[src/rtl/uart_rx.sv]
// uart_rx: 16x oversampling UART receiver. Finds the start bit on the
// synchronised line, samples each data bit at mid-bit (LSB first), checks
// the stop bit and emits a one-cycle done/error strobe with the word.
//
// Handshake: there is no back-pressure. rx_done is a one-cycle strobe;
// rx_data is valid on that cycle and is held until the next completion.
// rx_error is only ever high on an rx_done cycle.
module uart_rx #(
    parameter int DATA_BITS = 8,
    parameter int SB_TICKS  = 16
) (
    input  logic                 clk,
    input  logic                 reset,
    input  logic                 baud_tick,
    input  logic                 rx,
    output logic [DATA_BITS-1:0] rx_data,
    output logic                 rx_done,
    output logic                 rx_error,
    output logic                 rx_busy
);

    // Tick counter must reach SB_TICKS-1 (up to 31 for two stop bits).
    localparam int S_W = (SB_TICKS > 16) ? $clog2(SB_TICKS) : 4;
    localparam int N_W = $clog2(DATA_BITS);

    localparam logic [S_W-1:0] S_MID  = S_W'(7);
    localparam logic [S_W-1:0] S_BIT  = S_W'(15);
    localparam logic [S_W-1:0] S_STOP = S_W'(SB_TICKS - 1);
    localparam logic [N_W-1:0] N_LAST = N_W'(DATA_BITS - 1);

    typedef enum logic [1:0] {
        IDLE  = 2'd0,
        START = 2'd1,
        DATA  = 2'd2,
        STOP  = 2'd3
    } state_e;

    state_e                 state_q, state_d;
    logic [S_W-1:0]         s_q, s_d;
    logic [N_W-1:0]         n_q, n_d;
    logic [DATA_BITS-1:0]   b_q, b_d;
    logic [DATA_BITS-1:0]   rx_data_q, rx_data_d;
    logic                   done_q, done_d;
    logic                   err_q, err_d;
    logic                   sync1_q, sync2_q;
    logic                   rx_sync;

    assign rx_sync = sync2_q;

    // Two-flop synchroniser for the asynchronous pin; idles high.
    always_ff @(posedge clk) begin
        if (!reset) begin
            sync1_q <= 1'b1;
            sync2_q <= 1'b1;
        end else begin
            sync1_q <= rx;
            sync2_q <= sync1_q;
        end
    end

    // State, counters, shift register and registered outputs.
    always_ff @(posedge clk) begin
        if (!reset) begin
            state_q   <= IDLE;
            s_q       <= '0;
            n_q       <= '0;
            b_q       <= '0;
            rx_data_q <= '0;
            done_q    <= 1'b0;
            err_q     <= 1'b0;
        end else begin
            state_q   <= state_d;
            s_q       <= s_d;
            n_q       <= n_d;
            b_q       <= b_d;
            rx_data_q <= rx_data_d;
            done_q    <= done_d;
            err_q     <= err_d;
        end
    end

    // Next-state logic: counters only move on baud ticks; IDLE reacts at once.
    always_comb begin
        state_d   = state_q;
        s_d       = s_q;
        n_d       = n_q;
        b_d       = b_q;
        rx_data_d = rx_data_q;
        done_d    = 1'b0;
        err_d     = 1'b0;

        case (state_q)
            IDLE: begin
                if (!rx_sync) begin
                    state_d = START;
                    s_d     = '0;
                end
            end
            START: begin
                if (baud_tick) begin
                    if (s_q == S_MID) begin
                        s_d = '0;
                        if (!rx_sync) begin
                            state_d = DATA;
                            n_d     = '0;
                        end else begin
                            // Line went back high before mid start bit: glitch.
                            state_d = IDLE;
                        end
                    end else begin
                        s_d = s_q + 1'b1;
                    end
                end
            end
            DATA: begin
                if (baud_tick) begin
                    if (s_q == S_BIT) begin
                        b_d = {rx_sync, b_q[DATA_BITS-1:1]};
                        s_d = '0;
                        if (n_q == N_LAST) begin
                            state_d = STOP;
                        end else begin
                            n_d = n_q + 1'b1;
                        end
                    end else begin
                        s_d = s_q + 1'b1;
                    end
                end
            end
            STOP: begin
                if (baud_tick) begin
                    if (s_q == S_STOP) begin
                        rx_data_d = b_q;
                        done_d    = 1'b1;
                        err_d     = ~rx_sync;
                        s_d       = '0;
                        state_d   = IDLE;
                    end else begin
                        s_d = s_q + 1'b1;
                    end
                end
            end
            default: state_d = IDLE;
        endcase
    end

    assign rx_data  = rx_data_q;
    assign rx_done  = done_q;
    assign rx_error = err_q;
    assign rx_busy  = (state_q != IDLE);

endmodule

[config.mk]
export PLATFORM = sky130hd
export DESIGN_NAME = uart_rx
export DESIGN_NICKNAME = d
export VERILOG_FILES = /design/src/rtl/uart_rx.sv
export SDC_FILE = /design/constraint.sdc
export NUM_CORES = 1
export LEC_CHECK = 0
export BUFFER_PORTS_ARGS = -buffer_cell sky130_fd_sc_hd__buf_2
export CAP_MARGIN = 20
export CORE_MARGIN = 2
export CORE_UTILIZATION = 55
export DETAILED_ROUTE_END_ITERATION = 16
export PLACE_DENSITY = 0.76
export SYNTH_ARGS = -nofsm -noshare
export SYNTH_HDL_FRONTEND = slang
export SYNTH_SLANG_ARGS = --single-unit
[constraint.sdc]
create_clock -name clk -period 2.2 [get_ports clk]
set_clock_uncertainty 0.1 [all_clocks]
set_input_delay 0.44 -clock clk [delete_from_list [all_inputs] [get_ports clk]]
set_output_delay 0.44 -clock clk [all_outputs]
set_load 0.05 [all_outputs]
* Word-level counts from Yosys, hierarchy flattened
Index checks and enable logic that the tools add are counted.
Widths: inputs -> output; s select.
** Operators by class
- Reduce and logical (&&, ||, !) cells :: 11
- Eq/ne operators :: 17
- Bitwise operators :: 1
- Multiplexer cells :: 24
- Add/sub/neg operators :: 2
** Operator list (number)
- $mux 4 :: 5
- $ne 2x2->1 const B :: 10
- $mux 2 :: 9
- $mux 3 :: 6
- $pmux 4 s3 :: 1
- $reduce_and 3->1 :: 4
- $pmux 2 s4 :: 1
- $reduce_and 8->1 :: 1
- $reduce_and 7->1 :: 1
- $pmux 3 s2 :: 1
- $add 4x1->4 const B :: 1
- $eq 2x2->1 const B :: 2
- $eq 4x3->1 const B :: 1
- $eq 4x4->1 const B :: 1
- $reduce_and 4->1 :: 1
- $reduce_bool 2->1 :: 2
- $add 3x1->3 const B :: 1
- $eq 3x3->1 const B :: 1
- $eq 2x1->1 const B :: 1
- $logic_not 2->1 :: 1
- $ne 2x1->1 const B :: 1
- $reduce_or 2->1 :: 1
- $mux 1 :: 1
- $not 1->1 :: 1
** Storage, ports and cells
- Logic and storage cells :: 64
- Bits in registers :: 29
- Input port bits :: 4

* Depth between registers and ports, before layout
Gate-level depths: netlist of run 1.
- Depth in word-level cells :: 5
- Depth in mapped cells :: 6
- Mapped depth without buffers :: 6

* Least setup slack after synthesis of run 1
No wires, ideal clock.
- Path type :: reg2reg
- From :: reg n_q[0]
- To :: reg n_q[1]
- Path buffers :: 0
- Data arrival time :: 1.359 ns
- Path slack :: 0.626 ns
- Clock period less this slack :: 1.574 ns
- Required time :: 1.985 ns
- Cell stages (with the launch flop) :: 7
- Cell sequence :: dfxtp_1 ha_1 ha_1 and4bb_2 o21ai_2 and2_1 o21a_1
** Between the ends
- Longest elaborated chain between the ends :: 5
- Elaborated cells on any way between the ends :: 8
** RTL lines
- start, declared :: line 40 : logic [N_W-1:0] n_q, n_d;
- start signal, assigned :: line 74 : n_q <= n_d;
- $add 3x1->3 :: line 123 : n_d = n_q + 1'b1;
- $mux 3 :: line 120 : if (n_q == N_LAST) begin
- $mux 3 :: line 117 : if (s_q == S_BIT) begin
- $mux 3 :: line 116 : if (baud_tick) begin
- $pmux 3 s2 :: line 92 : case (state_q)
Parallel ways exist; a longest one is shown, timed or not. The select of a mux whose other input is x is not followed.
A chain may end at the register's enable or synchronous reset.

==> report_table.html, run 1 <==
<table>
<tr><th>Metric</th><th>Value</th></tr>
<tr><th colspan="2">Run status</th></tr>
<tr><td>Status</td><td>finished clean</td></tr>
<tr><th colspan="2">Placement</th></tr>
<tr><td>Number of port buffers</td><td>14</td></tr>
<tr><td>Routability congestion estimate from global placement</td><td>roughly 0.77</td></tr>
<tr><td>Setup slack at placement</td><td>between 500 and 600 ps</td></tr>
<tr><td>HPWL after detailed placement</td><td>~1.5 mm</td></tr>
<tr><th colspan="2">Clocking</th></tr>
<tr><td>Inserted Clock Buffers</td><td>5</td></tr>
<tr><td>Clock-pin slew on the worst setup and hold paths</td><td>around 90 ps</td></tr>
<tr><td>H-tree levels</td><td>2</td></tr>
<tr><td>Clock sinks</td><td>29</td></tr>
<tr><td>Maximum count of clock buffers along a single path</td><td>2</td></tr>
<tr><td>Number of gates resized after CTS</td><td>0</td></tr>
<tr><td>Clk Latency, worst-skew pair</td><td>between 300 and 400 ps</td></tr>
<tr><td>Count of hold buffers inserted by post-cts repair</td><td>0</td></tr>
<tr><td>Cell chosen for the clock root</td><td>sky130_fd_sc_hd__clkbuf_4</td></tr>
<tr><td>Postcts setup bufs</td><td>0</td></tr>
<tr><td>Clock tree from TritonCTS</td><td>yes</td></tr>
<tr><th colspan="2">Detailed routing</th></tr>
<tr><td>Initial DRC Count</td><td>4</td></tr>
<tr><td>WL final</td><td>2.14 mm</td></tr>
<tr><td>DRT Pass-1 Iters</td><td>4</td></tr>
<tr><td>Number of vias after detailed routing</td><td>907</td></tr>
<tr><td>Average wire per cell in the routed design</td><td>12.6 um</td></tr>
<tr><td>Vias per inst</td><td>5.34</td></tr>
<tr><td>Count of nets left with antenna violations after detail routing</td><td>0</td></tr>
<tr><td>DRC violation count after routing</td><td>0</td></tr>
<tr><th colspan="2">STA</th></tr>
<tr><td>Setup repair after global routing missed its margin</td><td>false</td></tr>
<tr><td>Final setup viols</td><td>0</td></tr>
<tr><td>Slew of the pin with the lowest slew margin</td><td>413 ps</td></tr>
<tr><td>Minimum clock period</td><td>approximately 1900 ps</td></tr>
<tr><td>Total count of max-transition violations in the final report</td><td>0</td></tr>
<tr><td>Highest attainable clock frequency</td><td>~540 MHz</td></tr>
<tr><td>Setup ws final</td><td>348 ps</td></tr>
<tr><td>Remaining max-slew budget at the tightest pin</td><td>between 70% and 80%</td></tr>
<tr><td>Share of the clock period used by the worst path</td><td>~84%</td></tr>
<tr><td>Count of endpoints failing hold in the final timing report</td><td>0</td></tr>
<tr><td>Final TNS setup</td><td>0 ps</td></tr>
<tr><th colspan="2">Flow run</th></tr>
<tr><td>Number of maximum-capacitance violations</td><td>0</td></tr>
<tr><th colspan="2">Yosys</th></tr>
<tr><td>Seq/Total Area, Yosys</td><td>a little over two fifths</td></tr>
<tr><td>Cell area after synthesis</td><td>approximately 0.0013 mm2</td></tr>
<tr><td>Net count after synthesis</td><td>135</td></tr>
<tr><td>Average footprint of a synthesized cell</td><td>10.5 um2</td></tr>
<tr><td>Yosys top cell area share</td><td>between 40% and 50%</td></tr>
<tr><td>Most frequent cell after synthesis</td><td>sky130_fd_sc_hd__dfxtp_1</td></tr>
<tr><td>Number of flops mapped to enable cells by yosys</td><td>0</td></tr>
<tr><td>Synth area leaders</td><td>sky130_fd_sc_hd__dfxtp_1 43%, sky130_fd_sc_hd__mux2i_1 14%, sky130_fd_sc_hd__nor2b_1 9.8%</td></tr>
<tr><td>Commonest cells post-synth</td><td>29 x sky130_fd_sc_hd__dfxtp_1, 21 x sky130_fd_sc_hd__nor2b_1, 19 x sky130_fd_sc_hd__mux2i_1, 6 x sky130_fd_sc_hd__nand2_1, 5 x sky130_fd_sc_hd__nor2_1</td></tr>
<tr><td>Fraction of registers with async set or reset after synthesis</td><td>0%</td></tr>
<tr><td>Number of instances in the synthesized netlist</td><td>between 100 and 150</td></tr>
<tr><td>Most instantiated flip-flop cell in the synthesis netlist</td><td>sky130_fd_sc_hd__dfxtp_1</td></tr>
<tr><td>Seq cells post-synth</td><td>29</td></tr>
<tr><td>Area leader, netlist</td><td>sky130_fd_sc_hd__dfxtp_1</td></tr>
<tr><td>Warnings, synthesis</td><td>0</td></tr>
<tr><td>Unique masters post-synth</td><td>37</td></tr>
<tr><th colspan="2">Power and ir drop</th></tr>
<tr><td>Max IR drop VDD</td><td>approximately 490 uV</td></tr>
<tr><td>Power per standard cell area</td><td>~720 mW/mm2</td></tr>
<tr><td>Lkg Pwr</td><td>0.556 nW</td></tr>
<tr><th colspan="2">Cells and area</th></tr>
<tr><td>Final antenna diode count</td><td>0</td></tr>
<tr><td>Post-layout net count</td><td>around 150</td></tr>
<tr><td>Area overhead of the layout relative to synthesis</td><td>7.93%</td></tr>
<tr><td>Fraction of final layout cells sized beyond drive strength 1</td><td>about a quarter</td></tr>
<tr><th colspan="2">Floorplanning</th></tr>
<tr><td>Total I/O pin count</td><td>15</td></tr>
<tr><td>Height of the chip</td><td>between 50 and 60 um</td></tr>
<tr><td>Overall die area</td><td>~0.0028 mm2</td></tr>
<tr><td>Initial Util</td><td>roughly three fifths</td></tr>
<tr><td>Std cell rows</td><td>17</td></tr>
<tr><td>Placeable core region</td><td>~0.0023 mm2</td></tr>
<tr><td>Die width</td><td>about 53 um</td></tr>
<tr><th colspan="2">Critical path</th></tr>
<tr><td>CP required</td><td>approximately 1700 ps</td></tr>
<tr><td>Class of the most critical setup path</td><td>flop to output port</td></tr>
<tr><td>Max Fanout on Critical Path</td><td>10</td></tr>
<tr><td>Critical Path Sink Type</td><td>output port</td></tr>
<tr><td>Kind of start point of the critical path</td><td>flop</td></tr>
<tr><td>Signal arrival time at the worst endpoint</td><td>roughly 1300 ps</td></tr>
<tr><th colspan="2">Global routing</th></tr>
<tr><td>Gr usage total</td><td>between 10% and 20%</td></tr>
<tr><td>Pin count of the biggest net entering global routing</td><td>31</td></tr>
<tr><td>Vias in the first global route</td><td>approximately 870</td></tr>
<tr><td>Global-route wire length before repair</td><td>between 3 and 4 mm</td></tr>
<tr><td>Grt total ovfl</td><td>0</td></tr>
<tr><td>Initial antenna violation count</td><td>0</td></tr>
<tr><th colspan="2">Hold path</th></tr>
<tr><td>Path category of the worst min-delay check</td><td>input port to flop</td></tr>
</table>
area by class of cell:
| type | instances | area (um2) |
|---|---|---|
| inverters | 2 | 7.51 |
| flip-flops and latches | 29 | 581 |
| well taps | 28 | 35.0 |
| clock buffers | 7 | 55.1 |
| repair buffers | 14 | 70.1 |
| multi-input cells | 89 | 669 |
| fillers | 205 | 807 |
| clock inverters | 1 | 30.0 |
through the flow:
step,hold WS [ps],area (um2),std cells,total power [W],utilization (%)
global placement,291,1360,162,0.000604,60.4
finish,201,1450,170,0.00104,64.2
global route,205,1450,170,0.00108,64.2
CTS,190,1450,170,0.00105,64.2
floorplan,286,1340,128,0.000599,-
detailed placement,310,1360,162,0.000606,60.4
state kept, by name, indices dropped and copies added (netlist names), named ones only:
| signal | cells |
|---|---|
| n_q | 3 |
| rx_done | 1 |
| rx_error | 1 |
| s_q | 4 |
| b_q | 8 |
| rx_data | 8 |
| rx_sync | 1 |
| state_q | 1 |
| sync1_q | 1 |
metal layers:
metal	part of all wire, %	vias up	track usage (%)	routed length (um)
li1	-	462	-	-
met1	48	415	23.5	1020
met2	46	23	28.6	983
met3	4.9	7	6.78	104
met4	1.6	0	8.97	35
met5	0	-	0	0
worst max-delay path, cell delays in order, from the launching register on:
cell and delay (ps):
sky130_fd_sc_hd__dfxtp_1 550, sky130_fd_sc_hd__nor2_2 100, sky130_fd_sc_hd__inv_2 90, sky130_fd_sc_hd__buf_2 260
final timing paths:
| path | depth (start not counted) | endpoint | start | slack [ps] |
|---|---|---|---|---|
| worst max register to register | 5 | rx_data[5]$_SDFFE_PN0P_ | s_q[1]$_SDFFE_PN0P_ | 490 |
| worst max-delay path | 3 | rx_busy | flop | 350 |
| worst min register to register | 1 | rx_sync$_SDFF_PN1_ | sync1_q$_SDFF_PN1_ | 320 |
| worst min-delay path | 2 | sync1_q$_SDFF_PN1_ | rx | 200 |
where the power goes:
group | switching (W) | leakage [nW] | internal, W | total (W)
combinational | 0.0000308 | 0.276 | 0.0000236 | 0.0000544
sequential | 0.00000893 | 0.234 | 0.000530 | 0.000539
clock | 0.000177 | 0.0455 | 0.000271 | 0.000448
cell usage in the layout, fill, tap and decap left out, drive strengths merged:
| master | netlist | final |
|---|---|---|
| and4 | 1 | 1 |
| o21ai | 3 | 3 |
| nand2b | 3 | 3 |
| mux2i | 19 | 19 |
| nor4b | 1 | 1 |
| clkbuf | 6 | 7 |
| ha | 3 | 3 |
| nand4 | 1 | 1 |
| a31o | 1 | 1 |
| mux2 | 2 | 2 |
| nor2 | 6 | 6 |
| nand2 | 6 | 6 |
| a21oi | 2 | 2 |
| a21boi | 1 | 1 |
| xnor2 | 1 | 1 |
| o21a | 2 | 2 |
| inv | 2 | 2 |
| buf | 2 | 14 |
| nor2b | 21 | 21 |
| a31oi | 2 | 2 |
| nand3 | 2 | 2 |
| and3 | 3 | 3 |
| bufinv | 0 | 1 |
| and4bb | 1 | 1 |
| dfxtp | 29 | 29 |
| nor3 | 1 | 1 |
| and2b | 1 | 1 |
| o221a | 1 | 1 |
| and2 | 4 | 4 |
| a32oi | 1 | 1 |
cells by family after synthesis:
| logic type | synth area share (%) |
|---|---|
| multiplexers | 15.9 |
| AND/OR/NAND/NOR | 23.7 |
| XOR/XNOR | 0.653 |
| AO/OA/AOI/OAI | 6.90 |
| flip-flops | 43.3 |
| buffers and inverters | 6.81 |
| adder cells (fa/ha/maj) | 2.80 |
Power figures use the tool's default switching activity.
==> run 2, diff against run 1 <==
--- a/config.mk
+++ b/config.mk
@@ -8,9 +8,9 @@
 export BUFFER_PORTS_ARGS = -buffer_cell sky130_fd_sc_hd__buf_2
 export CAP_MARGIN = 20
 export CORE_MARGIN = 2
-export CORE_UTILIZATION = 55
+export CORE_UTILIZATION = 51
 export DETAILED_ROUTE_END_ITERATION = 16
-export PLACE_DENSITY = 0.76
+export PLACE_DENSITY = 0.74
 export SYNTH_ARGS = -nofsm -noshare
 export SYNTH_HDL_FRONTEND = slang
 export SYNTH_SLANG_ARGS = --single-unit
==> constraint.sdc (replaced) <==
create_clock -name clk -period 1.6 [get_ports clk]
set_clock_uncertainty 0.1 [all_clocks]
set_input_delay 0.32 -clock clk [delete_from_list [all_inputs] [get_ports clk]]
set_output_delay 0.32 -clock clk [all_outputs]
set_load 0.05 [all_outputs]
==> report_table.html, run 2 (same netlist as run 1, synthesis figures left out) <==
<table>
<tr><th>Metric</th><th>Value</th></tr>
<tr><th colspan="2">Run status</th></tr>
<tr><td>Status</td><td>finished clean</td></tr>
<tr><th colspan="2">Power and ir drop</th></tr>
<tr><td>Max IR drop VDD</td><td>659 uV</td></tr>
<tr><td>Power consumption</td><td>0.00145 W</td></tr>
<tr><td>Power per standard cell area</td><td>around 900 mW/mm2</td></tr>
<tr><td>Lkg Pwr</td><td>a little under 0.6 nW</td></tr>
<tr><th colspan="2">Critical path</th></tr>
<tr><td>Launch point of the worst reg-to-reg path</td><td>n_q[1]$_SDFFE_PN0P_</td></tr>
<tr><td>Kind of start point of the critical path</td><td>flop</td></tr>
<tr><td>CP required</td><td>1180 ps</td></tr>
<tr><td>Class of the most critical setup path</td><td>flop to output port</td></tr>
<tr><td>Reg2Reg Depth</td><td>6</td></tr>
<tr><td>Max Fanout on Critical Path</td><td>7</td></tr>
<tr><td>Signal arrival time at the worst endpoint</td><td>between 1000 and 1500 ps</td></tr>
<tr><td>Critical Path Sink Type</td><td>output port</td></tr>
<tr><td>Reg-to-reg endpoint</td><td>n_q[1]$_SDFFE_PN0P_</td></tr>
<tr><td>Setup slack of the most critical reg-to-reg path</td><td>approximately 5.6 ps</td></tr>
<tr><th colspan="2">Cells and area</th></tr>
<tr><td>Post-layout net count</td><td>approximately 160</td></tr>
<tr><td>Final instance area</td><td>roughly 0.0016 mm2</td></tr>
<tr><td>Non-Filler Instances</td><td>roughly 180</td></tr>
<tr><td>Fraction of final layout cells sized beyond drive strength 1</td><td>between 30 and 40%</td></tr>
<tr><td>Area overhead of the layout relative to synthesis</td><td>17.3%</td></tr>
<tr><td>Final antenna diode count</td><td>0</td></tr>
<tr><td>Post-layout util</td><td>63.5%</td></tr>
<tr><td>Sequential cell area</td><td>between 500 and 600 um2</td></tr>
<tr><td>Most frequent standard cell in the layout excluding fill and tap cells</td><td>sky130_fd_sc_hd__dfxtp_1</td></tr>
<tr><td>Commonest cells after routing, fill and taps aside</td><td>23 x sky130_fd_sc_hd__dfxtp_1, 21 x sky130_fd_sc_hd__nor2b_1, 19 x sky130_fd_sc_hd__mux2i_1</td></tr>
<tr><td>Number of fillers in the final layout</td><td>~200</td></tr>
<tr><td>Area used by multi-input combinational logic</td><td>around 710 um2</td></tr>
<tr><th colspan="2">STA</th></tr>
<tr><td>Highest attainable clock frequency</td><td>627 MHz</td></tr>
<tr><td>Total count of max-transition violations in the final report</td><td>0</td></tr>
<tr><td>Minimum clock period</td><td>about 1600 ps</td></tr>
<tr><td>Setup repair after global routing missed its margin</td><td>true</td></tr>
<tr><td>Count of endpoints failing hold in the final timing report</td><td>0</td></tr>
<tr><td>Slew of the pin with the lowest slew margin</td><td>around 430 ps</td></tr>
<tr><td>Final hold slack</td><td>69.5 ps</td></tr>
<tr><td>Final setup viols</td><td>0</td></tr>
<tr><td>Remaining max-slew budget at the tightest pin</td><td>between 70% and 80%</td></tr>
<tr><td>Share of the clock period used by the worst path</td><td>between 90 and 100%</td></tr>
<tr><th colspan="2">Placement</th></tr>
<tr><td>Total cell area at the placement stage</td><td>0.00143 mm2</td></tr>
<tr><td>Routability congestion estimate from global placement</td><td>0.740</td></tr>
<tr><td>HPWL after detailed placement</td><td>about 1.5 mm</td></tr>
<tr><td>Total instance count after detailed placement</td><td>between 150 and 200</td></tr>
<tr><td>Number of port buffers</td><td>14</td></tr>
<tr><th colspan="2">Floorplanning</th></tr>
<tr><td>Initial Util</td><td>between 50% and 60%</td></tr>
<tr><td>Height of the chip</td><td>about 55 um</td></tr>
<tr><td>Total I/O pin count</td><td>15</td></tr>
<tr><td>Overall die area</td><td>0.00306 mm2</td></tr>
<tr><td>Placeable core region</td><td>between 0.002 and 0.0025 mm2</td></tr>
<tr><td>Die width</td><td>55.3 um</td></tr>
<tr><td>Std cell rows</td><td>18</td></tr>
<tr><th colspan="2">Global routing</th></tr>
<tr><td>Grt total ovfl</td><td>0</td></tr>
<tr><td>Gr usage total</td><td>between 15 and 20%</td></tr>
<tr><td>Pin count of the biggest net entering global routing</td><td>31</td></tr>
<tr><td>Initial antenna violation count</td><td>0</td></tr>
<tr><td>Vias in the first global route</td><td>800</td></tr>
<tr><td>Global-route wire length before repair</td><td>3.73 mm</td></tr>
<tr><th colspan="2">Detailed routing</th></tr>
<tr><td>Initial DRC Count</td><td>14</td></tr>
<tr><td>Count of nets left with antenna violations after detail routing</td><td>0</td></tr>
<tr><td>Average wire per cell in the routed design</td><td>12.7 um</td></tr>
<tr><td>Number of vias after detailed routing</td><td>912</td></tr>
<tr><td>WL final</td><td>2.28 mm</td></tr>
<tr><td>DRT Pass-1 Iters</td><td>4</td></tr>
<tr><td>Vias per inst</td><td>5.09</td></tr>
<tr><td>DRC violation count after routing</td><td>0</td></tr>
<tr><th colspan="2">Clocking</th></tr>
<tr><td>Maximum count of clock buffers along a single path</td><td>2</td></tr>
<tr><td>Clock tree from TritonCTS</td><td>yes</td></tr>
<tr><td>Clk Latency, worst-skew pair</td><td>about 330 ps</td></tr>
<tr><td>H-tree levels</td><td>2</td></tr>
<tr><td>Inserted Clock Buffers</td><td>5</td></tr>
<tr><td>Cell chosen for the clock root</td><td>sky130_fd_sc_hd__clkbuf_4</td></tr>
<tr><td>Clock sinks</td><td>29</td></tr>
<tr><td>Clock-pin slew on the worst setup and hold paths</td><td>about 90 ps</td></tr>
<tr><th colspan="2">Hold path</th></tr>
<tr><td>Hold Crit Start</td><td>rx</td></tr>
<tr><td>Min-Delay Path Depth</td><td>2</td></tr>
<tr><td>Hold path endpoint</td><td>sync1_q$_SDFF_PN1_</td></tr>
<tr><td>Path category of the worst min-delay check</td><td>input port to flop</td></tr>
<tr><th colspan="2">Flow run</th></tr>
<tr><td>Number of maximum-capacitance violations</td><td>0</td></tr>
</table>
## run 2: cell count changes in the layout (fill, tap and decap cells not counted), sizes merged
cell / before / now
buf: 14 / 21
## run 2: stage by stage
| step | setup slack (ps) | setup TNS, ps |
|---|---|---|
| floorplan | 26.4 | 0 |
| global placement | 18.0 | 0 |
| detailed placement | -44.2 | -74.8 |
| CTS | 9.50 | 0 |
| global route | -52.3 | -161 |
| finish | 5.56 | 0 |
## run 2: worst max path at each step
| stage | from | end | slack (ps) | cells past startpoint |
|---|---|---|---|---|
| 2_1_floorplan | n_q[0]$_SDFFE_PN0P_ | n_q[1]$_SDFFE_PN0P_ | 30 | 6 |
| 3_3_place_gp | n_q[0]$_SDFFE_PN0P_ | n_q[1]$_SDFFE_PN0P_ | 20 | 6 |
| 3_5_place_dp | n_q[0]$_SDFFE_PN0P_ | n_q[1]$_SDFFE_PN0P_ | -40 | 6 |
| 4_1_cts | flop | rx_busy | 9 | 4 |
| 5_1_grt | flop | rx_busy | -50 | 4 |
| 6_report | flop | rx_busy | 6 | 4 |
## run 2: worst max-delay path: stages, from the launching register on
cell	delay (ps)
sky130_fd_sc_hd__dfxtp_2	350
sky130_fd_sc_hd__buf_12	140
sky130_fd_sc_hd__nor2_4	130
sky130_fd_sc_hd__inv_2	70
sky130_fd_sc_hd__buf_6	150
## run 2: power by group
part	internal (W)	switching, W	leakage [nW]
Clock	0.000373	0.000252	0.0455
Sequential	0.000730	0.0000132	0.237
Combinational	0.0000399	0.0000462	0.314
Total	0.00114	0.000311	0.597
## run 2: final cells by class
type                            instances  area share [%]
Clock buffer                            7            3.50
Sequential cell                        29            37.4
Inverter                                2           0.477
Multi-Input combinational cell         89            45.3
Clock inverter                          1            1.91
Tap cell                               30            2.39
Timing Repair Buffer                   21            8.99
## run 2: repair_timing
item,CTS,global route
pin swaps,4,5
endpoints found under the setup margin,5,20
buffers inserted,0,0
cloned,0,0
resized for setup,9,8
hold buffers,0,0
## run 2: per-layer routing
| layer | up-vias | share of wire, % | global-route usage (%) |
|---|---|---|---|
| li1 | 475 | - | - |
| met1 | 417 | 48 | 19.4 |
| met2 | 15 | 45 | 23.5 |
| met3 | 5 | 4.7 | 7.96 |
| met4 | 0 | 1.7 | 6.27 |
| met5 | - | 0 | 0 |
==> run 3, diff against run 2 <==
--- a/config.mk
+++ b/config.mk
@@ -9,8 +9,10 @@
 export CAP_MARGIN = 20
 export CORE_MARGIN = 2
 export CORE_UTILIZATION = 51
+export CTS_BUF_LIST = sky130_fd_sc_hd__clkbuf_4 sky130_fd_sc_hd__clkbuf_8 sky130_fd_sc_hd__clkbuf_16
 export DETAILED_ROUTE_END_ITERATION = 16
 export PLACE_DENSITY = 0.74
+export REMOVE_ABC_BUFFERS = 1
 export SYNTH_ARGS = -nofsm -noshare
 export SYNTH_HDL_FRONTEND = slang
 export SYNTH_SLANG_ARGS = --single-unit
==> report_table.html, run 3 (same netlist as run 1, synthesis figures left out) <==
<table>
<tr><th>Metric</th><th>Value</th></tr>
<tr><th colspan="2">Run status</th></tr>
<tr><td>Status</td><td>finished clean</td></tr>
<tr><th colspan="2">STA</th></tr>
<tr><td>Setup ws final</td><td>about 12 ps</td></tr>
<tr><td>Minimum clock period</td><td>~1600 ps</td></tr>
<tr><td>Share of the clock period used by the worst path</td><td>99.2%</td></tr>
<tr><td>Final setup viols</td><td>0</td></tr>
<tr><td>Remaining max-slew budget at the tightest pin</td><td>a little over two thirds</td></tr>
<tr><td>Total count of max-transition violations in the final report</td><td>0</td></tr>
<tr><td>Highest attainable clock frequency</td><td>around 630 MHz</td></tr>
<tr><td>Final hold slack</td><td>76.7 ps</td></tr>
<tr><td>Setup repair after global routing missed its margin</td><td>true</td></tr>
<tr><td>Count of endpoints failing hold in the final timing report</td><td>0</td></tr>
<tr><td>Slew of the pin with the lowest slew margin</td><td>between 400 and 500 ps</td></tr>
<tr><th colspan="2">Critical path</th></tr>
<tr><td>Setup slack of the most critical reg-to-reg path</td><td>10 ps</td></tr>
<tr><td>Signal arrival time at the worst endpoint</td><td>around 1700 ps</td></tr>
<tr><td>Class of the most critical setup path</td><td>flop to flop</td></tr>
<tr><td>Critical Path, Cell by Cell</td><td>ha_4, ha_4, and4bb_2, o21ai_4, and2_4, o21a_1</td></tr>
<tr><td>Critical Path Sink Type</td><td>flop</td></tr>
<tr><td>CP required</td><td>around 1700 ps</td></tr>
<tr><td>Most numerous cell on the critical path</td><td>sky130_fd_sc_hd__ha_4</td></tr>
<tr><td>CP top delay family</td><td>simple AND/OR/NAND/NOR gates</td></tr>
<tr><td>Max Fanout on Critical Path</td><td>5</td></tr>
<tr><td>Critical Path Max Stage Delay</td><td>340 ps</td></tr>
<tr><td>Slowest stage cell, crit path</td><td>sky130_fd_sc_hd__dfxtp_2</td></tr>
<tr><td>Kind of start point of the critical path</td><td>flop</td></tr>
<tr><td>Buffers and inverters on the worst path</td><td>0</td></tr>
<tr><th colspan="2">Cells and area</th></tr>
<tr><td>Post-layout util</td><td>61.9%</td></tr>
<tr><td>Fraction of final layout cells sized beyond drive strength 1</td><td>34.2%</td></tr>
<tr><td>Commonest cells after routing, fill and taps aside</td><td>23 x sky130_fd_sc_hd__dfxtp_1, 21 x sky130_fd_sc_hd__nor2b_1, 19 x sky130_fd_sc_hd__mux2i_1</td></tr>
<tr><td>Final antenna diode count</td><td>0</td></tr>
<tr><td>Most frequent standard cell in the layout excluding fill and tap cells</td><td>sky130_fd_sc_hd__dfxtp_1</td></tr>
<tr><td>Post-layout net count</td><td>~160</td></tr>
<tr><td>Final instance area</td><td>0.00153 mm2</td></tr>
<tr><td>Area overhead of the layout relative to synthesis</td><td>14.4%</td></tr>
<tr><th colspan="2">Power and ir drop</th></tr>
<tr><td>Internal cell power</td><td>~0.00092 W</td></tr>
<tr><td>Sequential group share of total power</td><td>around three fifths</td></tr>
<tr><td>Power consumption</td><td>around 0.0012 W</td></tr>
<tr><td>Clock network fraction of design power</td><td>31.5%</td></tr>
<tr><td>Net Sw Frac</td><td>between 20% and 30%</td></tr>
<tr><td>Max IR drop VDD</td><td>~750 uV</td></tr>
<tr><td>Lkg Pwr</td><td>between 0.5 and 0.6 nW</td></tr>
<tr><td>Logic gate share of total power</td><td>slightly below 7%</td></tr>
<tr><td>Power per standard cell area</td><td>between 700 and 800 mW/mm2</td></tr>
<tr><td>Sw power</td><td>0.000290 W</td></tr>
<tr><th colspan="2">Hold path</th></tr>
<tr><td>Path category of the worst min-delay check</td><td>input port to flop</td></tr>
<tr><th colspan="2">Detailed routing</th></tr>
<tr><td>Initial DRC Count</td><td>14</td></tr>
<tr><td>Met2 wire len</td><td>1.13 mm</td></tr>
<tr><td>Count of nets left with antenna violations after detail routing</td><td>0</td></tr>
<tr><td>Average wire per cell in the routed design</td><td>13.4 um</td></tr>
<tr><td>WL final</td><td>around 2.4 mm</td></tr>
<tr><td>Number of vias after detailed routing</td><td>970</td></tr>
<tr><td>Max Used Layer</td><td>met4</td></tr>
<tr><td>Metal-1 WL</td><td>between 1 and 1.5 mm</td></tr>
<tr><td>Vias per inst</td><td>~5.4</td></tr>
<tr><td>DRC violation count after routing</td><td>0</td></tr>
<tr><td>Met3 wirelength from detailed routing</td><td>~130 um</td></tr>
<tr><td>DRT Pass-1 Iters</td><td>4</td></tr>
<tr><th colspan="2">Clocking</th></tr>
<tr><td>Clock sinks</td><td>29</td></tr>
<tr><td>Cell chosen for the clock root</td><td>sky130_fd_sc_hd__clkbuf_4</td></tr>
<tr><td>Clock tree from TritonCTS</td><td>yes</td></tr>
<tr><td>Inserted Clock Buffers</td><td>5</td></tr>
<tr><td>Count of hold buffers inserted by post-cts repair</td><td>0</td></tr>
<tr><td>Maximum count of clock buffers along a single path</td><td>2</td></tr>
<tr><td>Clock-pin slew on the worst setup and hold paths</td><td>~80 ps</td></tr>
<tr><td>H-tree levels</td><td>2</td></tr>
<tr><td>Clk Latency, worst-skew pair</td><td>~320 ps</td></tr>
<tr><th colspan="2">Global routing</th></tr>
<tr><td>Grt total ovfl</td><td>0</td></tr>
<tr><td>Gr usage total</td><td>15.8%</td></tr>
<tr><td>Global-route wire length before repair</td><td>about 3.8 mm</td></tr>
<tr><td>Pin count of the biggest net entering global routing</td><td>31</td></tr>
<tr><td>Initial antenna violation count</td><td>0</td></tr>
<tr><td>Vias in the first global route</td><td>slightly above 900</td></tr>
<tr><th colspan="2">Floorplanning</th></tr>
<tr><td>Initial Util</td><td>between 50% and 60%</td></tr>
<tr><td>Placeable core region</td><td>between 0.002 and 0.0025 mm2</td></tr>
<tr><td>Total I/O pin count</td><td>15</td></tr>
<tr><td>Overall die area</td><td>0.00306 mm2</td></tr>
<tr><td>Std cell rows</td><td>18</td></tr>
<tr><td>Height of the chip</td><td>55.3 um</td></tr>
<tr><td>Die width</td><td>between 50 and 60 um</td></tr>
<tr><th colspan="2">Placement</th></tr>
<tr><td>Routability congestion estimate from global placement</td><td>0.743</td></tr>
<tr><td>Total cell area at the placement stage</td><td>between 0.001 and 0.0015 mm2</td></tr>
<tr><td>Setup slack at placement</td><td>-61.8 ps</td></tr>
<tr><td>Number of port buffers</td><td>14</td></tr>
<tr><td>HPWL after detailed placement</td><td>approximately 1.6 mm</td></tr>
<tr><th colspan="2">Flow run</th></tr>
<tr><td>Number of maximum-capacitance violations</td><td>0</td></tr>
</table>
-- run 3: cell count changes in the layout (fill, tap and decap cells not counted) --
| cell | delta |
|---|---|
| sky130_fd_sc_hd__a21boi_0 | +1 |
| sky130_fd_sc_hd__a21boi_1 | -1 |
| sky130_fd_sc_hd__and4_2 | +1 |
| sky130_fd_sc_hd__buf_12 | -1 |
| sky130_fd_sc_hd__buf_4 | +3 |
| sky130_fd_sc_hd__buf_6 | -1 |
| sky130_fd_sc_hd__bufinv_16 | -1 |
| sky130_fd_sc_hd__clkbuf_1 | -1 |
| sky130_fd_sc_hd__clkbuf_8 | -1 |
| sky130_fd_sc_hd__clkinv_2 | +1 |
| sky130_fd_sc_hd__dfxtp_2 | -1 |
| sky130_fd_sc_hd__dfxtp_4 | +1 |
-- run 3: what timing repair did --
| action | CTS | global route |
|---|---|---|
| endpoints found under the setup margin | 4 | 20 |
| cloned | 0 | 1 |
| setup buffers | 0 | 1 |
| gates resized for setup | 8 | 8 |
| pin swaps | 3 | 5 |
-- run 3: per-layer routing --
layer,up-vias,track usage (%)
met5,-,0
met4,0,7.32
met3,5,6.79
met2,21,25.3
met1,458,18.1
li1,486,-
-- run 3: path summary, 6_finish.rpt --
kind	startpoint	endpoint	cells past startpoint
max	n_q[1]$_SDFFE_PN0P_	n_q[1]$_SDFFE_PN0P_	6
min	rx	sync1_q$_SDFF_PN1_	2
max reg2reg	n_q[1]$_SDFFE_PN0P_	n_q[1]$_SDFFE_PN0P_	6
min reg2reg	sync1_q$_SDFF_PN1_	rx_sync$_SDFF_PN1_	1
-- run 3: area by class of cell --
type,instances,area (um2)
fill,216,943
multi-input combinational,90,723
sequential,29,591
timing repair buffer,22,133
clock buffer,5,37.5
tap,30,37.5
inverter,2,7.51
clock inverter,1,5.00
-- run 3: metrics by stage --
| step | cells | TNS [ps] |
|---|---|---|
| after floorplan | 120 | 0 |
| after global placement | 171 | 0 |
| after detailed placement | 171 | -133 |
| after CTS | 177 | 0 |
| after global routing | 179 | -78.9 |
| final | 179 | 0 |
-- run 3: power groups by stage --
stage | combinational (W) | clock [W] | sequential [W]
CTS | 0.0000829 | 0.000398 | 0.000743
global route | 0.0000901 | 0.000415 | 0.000746
global placement | 0.0000775 | 0 | 0.000757
finish | 0.0000834 | 0.000381 | 0.000744
floorplan | 0.0000541 | 0 | 0.000754
detailed placement | 0.0000790 | 0 | 0.000758
